## src/rtl/bcd_addsub_serial.sv

```systemverilog
// Digit-serial packed-BCD adder/subtractor: one digit per clock, LSD first.
// Define BCD_SUB_EN to honour the sub input; otherwise every operation is an add.
//
// state | meaning
// IDLE  | waiting for start; sum/carry hold the last result
// RUN   | processing one digit per edge, DIGITS edges in total
// DONE  | one-cycle done pulse, then back to IDLE
module bcd_addsub_serial #(
    parameter int DIGITS = 4
) (
    input  logic                  clk,
    input  logic                  rst,
    input  logic                  start,
    input  logic [4*DIGITS-1:0]   a,
    input  logic [4*DIGITS-1:0]   b,
    input  logic                  cin,
    input  logic                  sub,
    output logic [4*DIGITS-1:0]   sum,
    output logic                  carry,
    output logic                  busy,
    output logic                  done,
    output logic                  err
);

    localparam int W  = 4 * DIGITS;
    localparam int IW = (DIGITS > 1) ? $clog2(DIGITS) : 1;

    typedef enum logic [1:0] {IDLE, RUN, DONE} state_t;

    state_t          state, state_nxt;
    logic [W-1:0]    a_q, b_q;
    logic            c_q;
    logic [IW-1:0]   idx;
    logic            last;
    logic            sub_in, sub_q;
    logic [3:0]      b_dig, dig;
    logic [4:0]      t;
    logic            c_nxt;

    function automatic logic has_bad(input logic [W-1:0] v);
        for (int i = 0; i < DIGITS; i++)
            if (v[4*i +: 4] > 4'd9) return 1'b1;
        return 1'b0;
    endfunction

`ifdef BCD_SUB_EN
    assign sub_in = sub;
    assign b_dig  = sub_q ? (4'd9 - b_q[3:0]) : b_q[3:0];

    always_ff @(posedge clk) begin
        if (rst)
            sub_q <= 1'b0;
        else if (state == IDLE && start)
            sub_q <= sub;
    end
`else
    logic unused_sub;
    assign unused_sub = sub;
    assign sub_in     = 1'b0;
    assign sub_q      = 1'b0;
    assign b_dig      = b_q[3:0];
`endif

    assign last = (idx == IW'(DIGITS - 1));
    assign busy = (state == RUN);
    assign done = (state == DONE);

    // Operands shift right each digit, so the active digit is always [3:0].
    always_comb begin
        t     = {1'b0, a_q[3:0]} + {1'b0, b_dig} + {4'b0000, c_q};
        dig   = t[3:0];
        c_nxt = 1'b0;
        if (t > 5'd9) begin
            dig   = t[3:0] + 4'd6;
            c_nxt = 1'b1;
        end
    end

    always_comb begin
        state_nxt = state;
        unique case (state)
            IDLE:    if (start) state_nxt = RUN;
            RUN:     if (last)  state_nxt = DONE;
            DONE:    state_nxt = IDLE;
            default: state_nxt = IDLE;
        endcase
    end

    always_ff @(posedge clk) begin
        if (rst) begin
            state <= IDLE;
            a_q   <= '0;
            b_q   <= '0;
            c_q   <= 1'b0;
            idx   <= '0;
            sum   <= '0;
            carry <= 1'b0;
            err   <= 1'b0;
        end else begin
            state <= state_nxt;
            unique case (state)
                IDLE: begin
                    if (start) begin
                        a_q <= a;
                        b_q <= b;
                        c_q <= cin ^ sub_in;
                        idx <= '0;
                        sum <= '0;
                        err <= has_bad(a) | has_bad(b);
                    end
                end
                RUN: begin
                    sum[{idx, 2'b00} +: 4] <= dig;
                    a_q <= a_q >> 4;
                    b_q <= b_q >> 4;
                    c_q <= c_nxt;
                    idx <= idx + 1'b1;
                    if (last)
                        carry <= c_nxt ^ sub_q;
                end
                default: ;
            endcase
        end
    end

endmodule

```

## config.mk

```make
export PLATFORM = sky130hd
export DESIGN_NAME = bcd_addsub_serial
export DESIGN_NICKNAME = d
export VERILOG_FILES = /design/src/rtl/bcd_addsub_serial.sv
export SDC_FILE = /design/constraint.sdc
export NUM_CORES = 1
export LEC_CHECK = 0
export ABC_AREA = 0
export CELL_PAD_IN_SITES_DETAIL_PLACEMENT = 1
export CELL_PAD_IN_SITES_GLOBAL_PLACEMENT = 1
export CORE_MARGIN = 10
export CORE_UTILIZATION = 33
export DETAILED_ROUTE_END_ITERATION = 12
export PLACE_DENSITY_LB_ADDON = 0.1
export REMOVE_ABC_BUFFERS = 1
export SYNTH_ARGS = -nofsm -noshare
export SYNTH_HDL_FRONTEND = slang
export SYNTH_SLANG_ARGS = --single-unit
```

## constraint.sdc

```tcl
create_clock -name clk -period 2.9 [get_ports clk]
set_clock_uncertainty 0.2 [all_clocks]
set_input_delay 0.58 -clock clk [delete_from_list [all_inputs] [get_ports clk]]
set_output_delay 0.58 -clock clk [all_outputs]
set_load 0.005 [all_outputs]
```

==> run_results.csv <==
group,metric,value,unit
critical_path,worstPathMaxFanout,4,
cells_and_area,diodes,0,
power,peakVddDrop,0.178,mV
synth,synthTopCellsByArea,"dfxtp_1 (45%), nand2_1 (7.7%), a21oi_1 (6.1%)",
grt,gr-total-overflow,0,
synth,yosysMostFrequentCell,"dfxtp_1",
synth,synth_common_cells,"dfxtp_1 (55), nand2_1 (50), nor2_1 (34), a21oi_1 (30), a22oi_1 (20)",
synth,yosysTopAreaCell,"dfxtp_1",
power,p_leak,1.25,nW
clock_tree,numCtsBuffers,5,
cells_and_area,nets,395,
sta,min_period_over_period,101,%
synth,synth_warnings,0,
power,p_per_area,532,nW/µm²
floorplan,initial_core_util,33.9,%
critical_path,critPathLaunchType,"flip-flop",
floorplan,dieArea,11300,µm²
place,hpwl,5.07,mm
run_status,status,"complete, but fails checks",
grt,grt_max_degree,39,
route,routed_wl,6.89,mm
route,num_vias,2275,
clock_tree,clock_latency,310,ps
clock_tree,cts.sinks,55,
route,dr.first_iter.drc_count,53,
grt,grt_use_total,12.1,%
critical_path,cp_data_required_time,2950,ps
power,finalPower,1.76,mW
critical_path,crit_path_end_kind,"flip-flop",
grt,antenna_found_initial,0,
route,antenna_left,0,
route,vias_per_cell,5.09,
clock_tree,clkTransAtPathRegs,100,ps
cells_and_area,fillers,863,
route,wl_per_cell,15.4,µm
floorplan,io_pins,57,
run_status,violations,"negative setup slack",
floorplan,row_count,31,
critical_path,crit_type,"reg2reg",
sta,finalHoldViolCount,0,
clock_tree,root_buffer,"clkbuf_8",
place,post_dp_cell_area,3130,µm²
clock_tree,hold_buffers,0,
clock_tree,cts_tree,"done",
sta,maxSlewViolCount,0,
critical_path,arrival,2970,ps
clock_tree,cts_htree_levels,2,
grt,grt_pass1_vias,2439,
sta,setup_violations,2,
synth,synth_cells,290,
synth,ys_types,31,
cells_and_area,drive_gt1_share,10.3,%
cells_and_area,design_area,3300,µm²
floorplan,die_w,106,µm
floorplan,core_area,7210,µm²
synth,ys_seq_area_share,45.0,%
synth,synth_edf_count,0,
synth,yosysTopAreaCellShare,45.0,%
synth,synth-async-reset-ratio,0,%
sta,setup_ws,-15.1,ps
clock_tree,clock_path_buffers,2,
synth,syn_area,2440,µm²
grt,grt_first_pass_wirelength,11.5,mm
job,max-cap-violations,0,
floorplan,die_h,106,µm
sta,fmax,0.343,GHz
sta,fin_crit,2920,ps
place,buffer_ports.inserted,55,
synth,ys_ff_latch,55,
route,first_pass_iters,4,
synth,avgSynthCellArea,8.43,µm²
hold_path,holdCritPathClass,"reg2reg",
sta,worst_pin_slew,868,ps
cells_and_area,area_delta_synth_final,35.1,%
route,drc_errors,0,
place,gp_congestion,0.759,
synth,ys.flop_type,"dfxtp_1",
sta,rsz0062_at_grt,"yes",
sta,maxSlewHeadroom,41.9,%
routing by layer:
| metal | part of all wire [%] | GRT usage (%) | wire [µm] | vias to the layer above |
|---|---|---|---|---|
| met5 | 0 | 0 | 0 | - |
| met4 | 1.2 | 3.38 | 82 | 0 |
| met3 | 4.7 | 3.32 | 321 | 10 |
| met2 | 48 | 21.0 | 3300 | 48 |
| met1 | 46 | 14.2 | 3190 | 1082 |
| li1 | - | - | - | 1135 |
power by group:
group | total [mW] | internal, mW | switching, mW
sequential | 0.828 | 0.800 | 0.0276
combinational | 0.432 | 0.214 | 0.218
clock | 0.498 | 0.254 | 0.244
total | 1.76 | 1.27 | 0.490
per-stage QoR:
stage                     TNS, ps  hold slack [ps]  setup slack (ps)  utilization [%]  std cells
after floorplan              -557              231              -146                -        271
after detailed placement    -1970              251              -265             43.3        437
after global placement      -1380              244              -211             43.3        437
after CTS                   -98.5              265             -34.1             45.5        446
final                       -23.0              263             -15.1             45.8        447
after global routing         -717              289              -109             45.8        447
final cells by class:
cell class / count / area (µm²) / share of cell area (%)
Multi-Input combinational cell: 211 / 1300 / 39.2
Sequential cell: 55 / 1100 / 33.4
Timing Repair Buffer: 70 / 658 / 19.9
Tap cell: 99 / 124 / 3.75
Clock buffer: 6 / 72.6 / 2.20
Clock inverter: 1 / 30.0 / 0.909
Inverter: 5 / 18.8 / 0.568
cell families after synthesis:
group | synth area share (%)
simple gates | 20.2
compound gates | 23.3
flops | 45.0
buf+inv | 3.99
fa+ha+maj | 5.73
xor+xnor | 0.717
mux | 1.02
flip-flops by register name, summed over array words and instances, names as in the netlist:
name and count:
err 1, a_q 16, b_q 16, idx 2, c_q 1, sum 16
carry 1, state 2
final timing paths:
kind                from  endpoint  slack (ps)  cells past startpoint
hold / removal    a_q[6]    a_q[6]         260                      2
hold reg to reg   a_q[6]    a_q[6]         260                      2
setup reg to reg     c_q   sum[14]         -20                     10
setup / recovery     c_q   sum[14]         -20                     10
worst max-delay path, cell delays in order, from the launching register on:
cell	delay, ps
dfxtp_2	340
fa_2	400
fa_2	540
inv_2	50
ha_4	150
nor2b_4	110
a31o_1	220
o31ai_4	230
mux2_4	340
nor2_4	130
a22o_1	150
what timing repair did:
action                                  in CTS  in global routing
endpoints found under the setup margin      13                  8
resized for setup                           10                  2
pin swaps                                    6                  2
buffers inserted                             2                  1
cell usage in the layout, fill, tap and decap left out, drive strengths merged:
cell and n:
dfxtp 55, clkdlybuf4s50 54, nand2 50, nor2 35, a21oi 30, a22oi 20, buf 16, a311oi 13
nand3 10, a22o 8, o21ai 8, ha 8, nor2b 6, clkbuf 6, inv 5, nor3 4
xnor2 2, and4 2, a21o 2, nand4 2, fa 2, nand2b 1, and2 1, a31o 1
and3 1, o31ai 1, mux2 1, or2 1, mux2i 1, and4b 1, bufinv 1
Power figures use the tool's default switching activity.
